==> config.mk <==
export PLATFORM = sky130hd
export DESIGN_NAME = bit8_mux_arbiter_flat
export DESIGN_NICKNAME = d
export VERILOG_FILES = /design/src/rtl/bit8_mux_arbiter_pkg.sv /design/src/rtl/bit8_mux_arbiter_if.sv /design/src/rtl/bit8_2to1mux.sv /design/src/rtl/bit8_mux_arbiter.sv /design/src/flat_wrapper.sv
export SDC_FILE = /design/constraint.sdc
export NUM_CORES = 1
export LEC_CHECK = 0
export ABC_AREA = 1
export BUFFER_PORTS_ARGS = -buffer_cell sky130_fd_sc_hd__buf_4
export CAP_MARGIN = 20
export CORE_ASPECT_RATIO = 0.9
export CORE_MARGIN = 2
export CORE_UTILIZATION = 45
export DETAILED_ROUTE_END_ITERATION = 16
export PLACE_DENSITY = 0.74
export SETUP_SLACK_MARGIN = 0.02
export SYNTH_ARGS = -nofsm -noshare
export SYNTH_HDL_FRONTEND = slang
export SYNTH_HIERARCHICAL = 1
export SYNTH_SLANG_ARGS = --single-unit
==> constraint.sdc <==
create_clock -name clk -period 2.2 [get_ports clk]
set_input_delay 0.11 -clock clk [delete_from_list [all_inputs] [get_ports clk]]
set_output_delay 0.11 -clock clk [all_outputs]
set_load 0.005 [all_outputs]
==> src/rtl/bit8_mux_arbiter_pkg.sv <==
// Shared definitions for the two-port 8-bit round-robin arbiter.
//   state_e       : FSM state encoding (IDLE / G0 / G1)
//   MAX_BURST_DEF : default beat limit per grant
//   CNT_W_DEF     : default beat-counter width (must hold MAX_BURST)
package bit8_mux_arbiter_pkg;

  typedef enum logic [1:0] {
    IDLE = 2'd0,
    G0   = 2'd1,
    G1   = 2'd2
  } state_e;

  localparam int MAX_BURST_DEF = 4;
  localparam int CNT_W_DEF     = 3;

endpackage

==> src/rtl/bit8_mux_arbiter_if.sv <==
// Bundle of the producer, grant and consumer-side handshake signals.
//   req0/req1, in0/in1, last0/last1 : producer requests, data and end-of-burst
//   gnt0/gnt1                       : registered grants back to the producers
//   out_data/out_src/out_valid      : registered shared-bus beat
//   out_ready                       : consumer accept
// Modport slave is the arbiter; modport master is the producer/consumer side.
interface bit8_mux_arbiter_if;
  logic       req0, req1;
  logic [7:0] in0, in1;
  logic       last0, last1;
  logic       gnt0, gnt1;
  logic [7:0] out_data;
  logic       out_src;
  logic       out_valid;
  logic       out_ready;

  modport slave (
    input  req0, req1, in0, in1, last0, last1, out_ready,
    output gnt0, gnt1, out_data, out_src, out_valid
  );

  modport master (
    output req0, req1, in0, in1, last0, last1, out_ready,
    input  gnt0, gnt1, out_data, out_src, out_valid
  );
endinterface

==> src/rtl/bit8_2to1mux.sv <==
// Plain 8-bit 2:1 multiplexer.
//   in1_i : passed when sel_i = 0
//   in2_i : passed when sel_i = 1
//   sel_i : select
//   out_o : selected operand
module bit8_2to1mux (
  input  logic [7:0] in1_i,
  input  logic [7:0] in2_i,
  input  logic       sel_i,
  output logic [7:0] out_o
);
  assign out_o = sel_i ? in2_i : in1_i;
endmodule

==> src/rtl/bit8_mux_arbiter.sv <==
// Round-robin arbiter sharing one registered 8-bit output between two
// requesters, with a per-grant beat limit and a one-entry valid/ready
// output stage.
//   clk   : clock, rising edge
//   rst_n : synchronous active-low reset
//   bus   : arbiter side of bit8_mux_arbiter_if (requests in, grants and
//           output beat out, out_ready in)
module bit8_mux_arbiter
  import bit8_mux_arbiter_pkg::*;
#(
  parameter int MAX_BURST = MAX_BURST_DEF,
  parameter int CNT_W     = CNT_W_DEF
) (
  input  logic               clk,
  input  logic               rst_n,
  bit8_mux_arbiter_if.slave  bus
);

  state_e             state_q, state_d;
  logic               ptr_q, ptr_d;
  logic [CNT_W-1:0]   cnt_q, cnt_d;
  logic [CNT_W-1:0]   cnt_inc;
  logic [7:0]         data_q, data_d;
  logic               src_q, src_d;
  logic               vld_q, vld_d;

  logic [7:0]         mux_out;
  logic               sel;
  logic               req_g, last_g, own_req, oth_req;
  logic               acc, cap_rel, rel;

  // sel doubles as the index of the current grant holder
  assign sel = (state_q == G1);

  bit8_2to1mux u_mux (
    .in1_i (bus.in0),
    .in2_i (bus.in1),
    .sel_i (sel),
    .out_o (mux_out)
  );

  assign req_g   = ((state_q == G0) & bus.req0) | ((state_q == G1) & bus.req1);
  assign last_g  = ((state_q == G0) & bus.last0) | ((state_q == G1) & bus.last1);
  assign own_req = sel ? bus.req1 : bus.req0;
  assign oth_req = sel ? bus.req0 : bus.req1;

  // a beat moves only when the output slot is empty or draining this edge
  assign acc     = req_g & (~vld_q | bus.out_ready);
  assign cnt_inc = cnt_q + CNT_W'(1);
  assign cap_rel = acc & (last_g | (cnt_inc == CNT_W'(MAX_BURST)));
  // a dropped req releases without taking a beat, even if last is high
  assign rel     = (state_q != IDLE) & (~req_g | cap_rel);

  always_comb begin
    state_d = state_q;
    ptr_d   = ptr_q;
    cnt_d   = cnt_q;
    unique case (state_q)
      IDLE: begin
        if (bus.req0 & bus.req1) state_d = ptr_q ? G1 : G0;
        else if (bus.req0)       state_d = G0;
        else if (bus.req1)       state_d = G1;
      end
      G0, G1: begin
        if (rel) begin
          ptr_d = ~sel;
          cnt_d = '0;
          // the other side goes first; a still-requesting holder is re-granted
          if (oth_req)      state_d = sel ? G0 : G1;
          else if (own_req) state_d = state_q;
          else              state_d = IDLE;
        end else if (acc) begin
          cnt_d = cnt_inc;
        end
      end
      default: state_d = IDLE;
    endcase
  end

  always_comb begin
    data_d = data_q;
    src_d  = src_q;
    vld_d  = vld_q;
    if (acc) begin
      data_d = mux_out;
      src_d  = sel;
      vld_d  = 1'b1;
    end else if (vld_q & bus.out_ready) begin
      vld_d  = 1'b0;
    end
  end

  always_ff @(posedge clk) begin
    if (!rst_n) begin
      state_q <= IDLE;
      ptr_q   <= 1'b0;
      cnt_q   <= '0;
      data_q  <= 8'h00;
      src_q   <= 1'b0;
      vld_q   <= 1'b0;
    end else begin
      state_q <= state_d;
      ptr_q   <= ptr_d;
      cnt_q   <= cnt_d;
      data_q  <= data_d;
      src_q   <= src_d;
      vld_q   <= vld_d;
    end
  end

  assign bus.gnt0      = (state_q == G0);
  assign bus.gnt1      = (state_q == G1);
  assign bus.out_data  = data_q;
  assign bus.out_src   = src_q;
  assign bus.out_valid = vld_q;

endmodule

==> src/flat_wrapper.sv <==
// flat-port wrapper written by rule: the top's interface ports become plain ports
module bit8_mux_arbiter_flat import bit8_mux_arbiter_pkg::*;
#(
  parameter int MAX_BURST = MAX_BURST_DEF,
  parameter int CNT_W     = CNT_W_DEF
)
  (clk, rst_n, bus_req0, bus_req1, bus_in0, bus_in1, bus_last0, bus_last1, bus_out_ready, bus_gnt0, bus_gnt1, bus_out_data, bus_out_src, bus_out_valid);
  bit8_mux_arbiter_if bus_i ();
  input  logic clk;
  input  logic rst_n;
  input wire logic [$bits(bus_i.req0)-1:0] bus_req0;
  input wire logic [$bits(bus_i.req1)-1:0] bus_req1;
  input wire logic [$bits(bus_i.in0)-1:0] bus_in0;
  input wire logic [$bits(bus_i.in1)-1:0] bus_in1;
  input wire logic [$bits(bus_i.last0)-1:0] bus_last0;
  input wire logic [$bits(bus_i.last1)-1:0] bus_last1;
  input wire logic [$bits(bus_i.out_ready)-1:0] bus_out_ready;
  output wire logic [$bits(bus_i.gnt0)-1:0] bus_gnt0;
  output wire logic [$bits(bus_i.gnt1)-1:0] bus_gnt1;
  output wire logic [$bits(bus_i.out_data)-1:0] bus_out_data;
  output wire logic [$bits(bus_i.out_src)-1:0] bus_out_src;
  output wire logic [$bits(bus_i.out_valid)-1:0] bus_out_valid;
  assign bus_i.req0 = bus_req0;
  assign bus_i.req1 = bus_req1;
  assign bus_i.in0 = bus_in0;
  assign bus_i.in1 = bus_in1;
  assign bus_i.last0 = bus_last0;
  assign bus_i.last1 = bus_last1;
  assign bus_i.out_ready = bus_out_ready;
  assign bus_gnt0 = bus_i.gnt0;
  assign bus_gnt1 = bus_i.gnt1;
  assign bus_out_data = bus_i.out_data;
  assign bus_out_src = bus_i.out_src;
  assign bus_out_valid = bus_i.out_valid;
  bit8_mux_arbiter #(.MAX_BURST(MAX_BURST), .CNT_W(CNT_W)) u_core (.clk(clk), .rst_n(rst_n), .bus(bus_i));
endmodule
=== Word level (Yosys, flattened, before mapping) ===
Index checks and enable logic that the tools add are counted.

* Flip-flop bits (word level): 16
* Bits of input ports: 23

* $add $sub $neg: 1
* Eq/ne operators: 6
* Multiplexer cells: 16
* Bitwise logic cells: 17
* Reductions and logical operators: 8

{| class="wikitable"
|+ Operators with widths
! operator !! number
|-
| $mux W2 || 8
|-
| $and A1 B1 Y1 || 9
|-
| $mux W8 || 1
|-
| $mux W3 || 2
|-
| $reduce_bool A2 Y1 || 3
|-
| $or A1 B1 Y1 || 5
|-
| $mux W1 || 4
|-
| $ne A4 B3 Y1 const B || 1
|-
| $pmux W2 S2 || 1
|-
| $reduce_and A2 Y1 || 2
|-
| $add A3 B1 Y3 const B || 1
|-
| $eq A3 B3 Y1 const B || 1
|-
| $ne A3 B3 Y1 const B || 1
|-
| $not A1 Y1 || 3
|-
| $reduce_and A3 Y1 || 1
|-
| $eq A2 B1 Y1 const B || 1
|-
| $eq A2 B2 Y1 const B || 1
|-
| $logic_not A2 Y1 || 1
|-
| $ne A2 B1 Y1 const B || 1
|-
| $reduce_or A2 Y1 || 1
|}

=== Longest topological paths before layout ===
* Depth in word-level cells: 9
* Gate-level depth with buffers: 10
* Gate-level depth less buffers: 10

=== Hierarchy ===
The synthesis kept the hierarchy.

{| class="wikitable"
|+ Modules (own cells, without submodules)
! module !! times used !! cells an instance !! area an instance (µm²) !! sequential area each (µm²)
|-
| bit8_mux_arbiter || 1 || 116 || 822.0 || 320.3
|-
| bit8_2to1mux || 1 || 26 || 105.1 || 0.0
|}

=== Worst setup path before layout ===
No wires, ideal clock.

* Path type: flip-flop to flip-flop
* Start point: register u_core.state_q[0]
* End point: register u_core.cnt_q[1]
* Library setup time: 0.070 ns
* Arrival time: 1.304 ns
* Path slack: 0.827 ns
* Cell stages (with the launch flop): 9
* Path buffers: 0
* Cells stage by stage: dfxtp_1 > inv_1 > ha_1 > nand2_2 > nand3_1 > nand2_1 > nor2_4 > nand2_1 > a21oi_1

* Word-level cells in the longest chain between the ends: 9
* Elaborated cells between the ends (all ways): 19
* Those cells by class: eq/ne: 2; mux: 1; bitwise: 12; reduce/logical: 4

{| class="wikitable"
|+ RTL lines
! element !! RTL line !! text
|-
| start: declaration || bit8_mux_arbiter.sv:19 || <nowiki>state_e state_q, state_d;</nowiki>
|-
| start signal: assignment || bit8_mux_arbiter.sv:102 || <nowiki>state_q <= state_d;</nowiki>
|-
| $eq A2 B2 Y1 (*) || n/a ||
|-
| named net bus_gnt1 || flat_wrapper.sv:19 || <nowiki>output wire logic [$bits(bus_i.gnt1)-1:0] bus_gnt1;</nowiki>
|-
| $and A1 B1 Y1, on equally long branches || bit8_mux_arbiter.sv:42, bit8_mux_arbiter.sv:43 ||
|-
| $or A1 B1 Y1, on equally long branches || bit8_mux_arbiter.sv:42, bit8_mux_arbiter.sv:43 ||
|-
| $and A1 B1 Y1 / $or A1 B1 Y1 (equally long branches) || bit8_mux_arbiter.sv:48, bit8_mux_arbiter.sv:50 ||
|-
| $and A1 B1 Y1 || bit8_mux_arbiter.sv:50 || <nowiki>assign cap_rel = acc & (last_g | (cnt_inc == CNT_W'(MAX_BURST)));</nowiki>
|-
| $or A1 B1 Y1 || bit8_mux_arbiter.sv:52 || <nowiki>assign rel = (state_q != IDLE) & (~req_g | cap_rel);</nowiki>
|-
| $and A1 B1 Y1 || bit8_mux_arbiter.sv:52 ||
|-
| $reduce_bool A2 Y1 (no source line) || n/a ||
|-
| $reduce_and A2 Y1 (no source line) || n/a ||
|-
| end signal: assignment || bit8_mux_arbiter.sv:104 || <nowiki>cnt_q <= cnt_d;</nowiki>
|-
| end: declaration || bit8_mux_arbiter.sv:21 || <nowiki>logic [CNT_W-1:0] cnt_q, cnt_d;</nowiki>
|}

Mark *: on every way through the listed nets, which the timed path passes. The rest lies on a longest branch.
A chain may end at the register's enable or synchronous reset.

=== Final worst setup path ===
* Start point: register u_core.state_q[0]
* End point: register u_core.state_q[0]

* Word-level cells in the longest chain between the ends: 9
* Elaborated cells between the ends (all ways): 27
* Those cells by class: eq/ne: 5; mux: 6; bitwise: 12; reduce/logical: 4

{| class="wikitable"
|+ RTL lines
! element !! RTL line
|-
| $eq A2 B1 Y1 / $eq A2 B2 Y1 (equally long branches) || n/a
|-
| $and A1 B1 Y1, on equally long branches || bit8_mux_arbiter.sv:42, bit8_mux_arbiter.sv:43
|-
| $or A1 B1 Y1, on equally long branches || bit8_mux_arbiter.sv:42, bit8_mux_arbiter.sv:43
|-
| $and A1 B1 Y1 / $or A1 B1 Y1 (equally long branches) || bit8_mux_arbiter.sv:48, bit8_mux_arbiter.sv:50
|-
| $and A1 B1 Y1 || bit8_mux_arbiter.sv:50
|-
| $or A1 B1 Y1 || bit8_mux_arbiter.sv:52
|-
| $and A1 B1 Y1 || bit8_mux_arbiter.sv:52
|-
| $ne A2 B1 Y1 (no source line) || n/a
|-
| $reduce_and A3 Y1 (no source line) || n/a
|}

Parallel ways exist; a longest one is shown, timed or not. The select of a mux whose other input is x is not followed.

==> results.sh <==
export IMPL_finalHoldViolations=0
export IMPL_dr_pass1_iters=4
export IMPL_cp_arrival_ns=1.77
export IMPL_portBuffers=34
export IMPL_wl_per_cell_um=10.4
export IMPL_crit_fanout=15
export IMPL_highest_layer="met4"
export IMPL_ys_warn_count=6
export IMPL_cts_made_buffers=3
export IMPL_vias_per_cell=4.89
export IMPL_grt_pass1_wl_mm=3.39
export IMPL_num_vias=992
export IMPL_max_slew_margin_rel_pct=81.3
export IMPL_final_max_slew_viol_count=0
export IMPL_power_share_combinational_pct=53.5
export IMPL_fin_util_pct=63.7
export IMPL_grt_pass1_vias=782
export IMPL_finalCriticalPeriod_ns=1.58
export IMPL_antenna_found_initial=0
export IMPL_n_antenna_cell=0
export IMPL_htree_levels=1
export IMPL_die_h_um=47.1
export IMPL_vdd_ir_drop_max_uv=786
export IMPL_rsz0062_at_grt="no"
export IMPL_post_dp_cell_area_sq_um=1190
export IMPL_stdcell_count=203
export IMPL_tritoncts="yes"
export IMPL_postLayoutCellArea_sq_um=1230
export IMPL_final_setup_viol_count=0
export IMPL_clock_sinks=16
export IMPL_overflow=0
export IMPL_routed_wl_mm=2.12
export IMPL_start_util_pct=48.0
export IMPL_wl_met3_um=95
export IMPL_outcome="complete, no violations"
export IMPL_yosys_top_cells_area="dfxtp_1 35%, nand2_1 17%, nor2_1 9.7%, ha_1 8.1%, o21ai_0 6.5%"
export IMPL_min_path_type="in2reg"
export IMPL_clock_skew_ns=0.00108
export IMPL_fp_row_count=15
export IMPL_routed_wl_met2_mm=1.05
export IMPL_clk_pin_slew_ns=0.09
export IMPL_m1WireLength_um=942
export IMPL_worst_pin_slew_ns=0.280
export IMPL_avgSynthCellArea_sq_um=6.53
export IMPL_final_cell_mix="43 x nand2_1, 35 x buf_4, 24 x nor2_1, 16 x dfxtp_1, 13 x inv_1"
export IMPL_drtIter0Drc=21
export IMPL_cp_num_buf_inv=2
export IMPL_p_sw_share_pct=41.6
export IMPL_cap_violations=0
export IMPL_drive_gt1_share_pct=25.8
export IMPL_synth_seq_cells=16
export IMPL_ys_seq_area_share_pct=34.5
export IMPL_cpMaxStageDelayCell="dfxtp_1"
export IMPL_gp_congestion=0.947
export IMPL_placed_cells=199
export IMPL_ios=35
export IMPL_cpPeakStageDelay_ns=0.37
export IMPL_cp_data_required_time_ns=2.39
export IMPL_synth_cells=142
export IMPL_synth_nets=171
export IMPL_fillers=185
export IMPL_layout_commonest_cell="nand2_1"
export IMPL_die_w_um=51.8
export IMPL_dp_hpwl_mm=1.66
export IMPL_grt_max_degree=16
export IMPL_route_detailed_drc=0
export IMPL_synth_top_cell_area_share_pct=34.5
export IMPL_power_frac_clock_pct=14.5
export IMPL_intPower_mw=0.772
export IMPL_ant_nets=0
export IMPL_root_buffer="clkbuf_4"
export IMPL_dieArea_sq_um=2440
export IMPL_postCtsHoldBufs=0
export IMPL_static_leakage_power_nw=0.650
export IMPL_clockBufferDepth=2
export IMPL_syn_to_final_growth_pct=32.8
export IMPL_synth_top_cell_by_area="dfxtp_1"
export IMPL_core_area_sq_um=1930
export IMPL_grt_use_total_pct=19.6
export IMPL_synth_cell_area_sq_um=927
export IMPL_post_cts_buffers=0
export IMPL_nets=208
export IMPL_cts_resized=0
export IMPL_crit_type="reg2reg"
export IMPL_endpoint_kind="register"
export IMPL_pwr_density_cell_nw_per_um2=1070
export IMPL_start_kind="register"
export IMPL_tns_ns=0
export IMPL_period_share_pct=71.9
export IMPL_p_seq_share_pct=32.0
export IMPL_p_sw_mw=0.550
export IMPL_cpLargestDelayFamily="simple AND/OR/NAND/NOR gates"
export IMPL_cp_cell_sequence="inv_1 -> ha_1 -> buf_4 -> o21ai_0 -> nand3_1 -> nand3_1 -> nand2_1 -> nand2_1 -> nor2_1"
export IMPL_fmax_mhz=632
export IMPL_ys_types=18
export IMPL_insertion_delay_ns=0.29
==> registers in the layout (all words and copies together) (netlist names) <==
name,flops
u_core/ptr_q,1
u_core/cnt_q,3
u_core/bus.out_data,8
u_core/bus.out_src,1
u_core/state_q,2
u_core/bus.out_valid,1
==> layout make-up <==
class | count | area [sq um] | share of cell area [%]
flip-flops and latches | 16 | 320 | 26.0
repair buffers | 35 | 263 | 21.3
inverters | 15 | 58.8 | 4.78
multi-input cells | 108 | 522 | 42.4
well taps | 25 | 31.3 | 2.54
clock buffers | 4 | 36.3 | 2.95
==> metal layers <==
| metal | GRT usage [%] | vias up |
|---|---|---|
| li1 | - | 517 |
| met1 | 24.5 | 449 |
| met2 | 30.6 | 21 |
| met3 | 6.69 | 5 |
| met4 | 9.47 | 0 |
| met5 | 0 | - |
==> synth_stat cells <==
cell	number
a21oi_1	7
buf_6	2
clkbuf_1	1
dfxtp_1	16
ha_1	6
inv_1	13
inv_2	1
inv_4	1
nand2_1	43
nand2_2	3
nand2_4	1
nand3_1	8
nand3b_1	1
nand4_1	1
nor2_1	24
nor2_4	1
o21ai_0	12
o21ai_1	1
==> path summary, 6_finish.rpt <==
path,from,to,slack [ns],cells past startpoint
max,u_core/state_q[0],u_core/state_q[0],0.62,9
min,rst_n,u_core/state_q[1],0.12,3
max reg2reg,u_core/state_q[0],u_core/state_q[0],0.62,9
min reg2reg,u_core/cnt_q[1],u_core/cnt_q[1],0.48,2
==> worst register-to-register path, stage by stage, from the launching register on <==
cell and delay, ns:
dfxtp_1 0.37, inv_1 0.08, ha_1 0.24, buf_4 0.20, o21ai_0 0.19, nand3_1 0.11, nand3_1 0.14, nand2_1 0.06
nand2_1 0.05, nor2_1 0.03
==> power groups by stage <==
| stage | combinational [mW] | clock, mW | sequential [mW] |
|---|---|---|---|
| floorplan | 0.499 | 0 | 0.429 |
| global placement | 0.691 | 0 | 0.427 |
| detailed placement | 0.704 | 0 | 0.431 |
| CTS | 0.705 | 0.202 | 0.424 |
| global route | 0.807 | 0.216 | 0.434 |
| finish | 0.707 | 0.191 | 0.423 |
==> cells by family (layout without fill, tap and decap cells) <==
logic type,after synthesis,in the layout,synth area share (%)
buffers and inverters,18,54,9.18
DFF,16,16,34.5
adders and majority gates,6,6,8.10
AOI/OAI and AO/OA,20,20,10.8
and+or+nand+nor,82,82,37.4
==> stage by stage <==
stage	hold WS (ns)	power [mW]	setup WS, ns
2_1_floorplan	0.246	0.928	0.827
3_3_place_gp	0.413	1.12	0.704
3_5_place_dp	0.423	1.13	0.638
4_1_cts	0.103	1.33	0.625
5_1_grt	0.119	1.46	0.474
6_report	0.115	1.32	0.618
No activity file was read; power rests on OpenSTA's default activity.
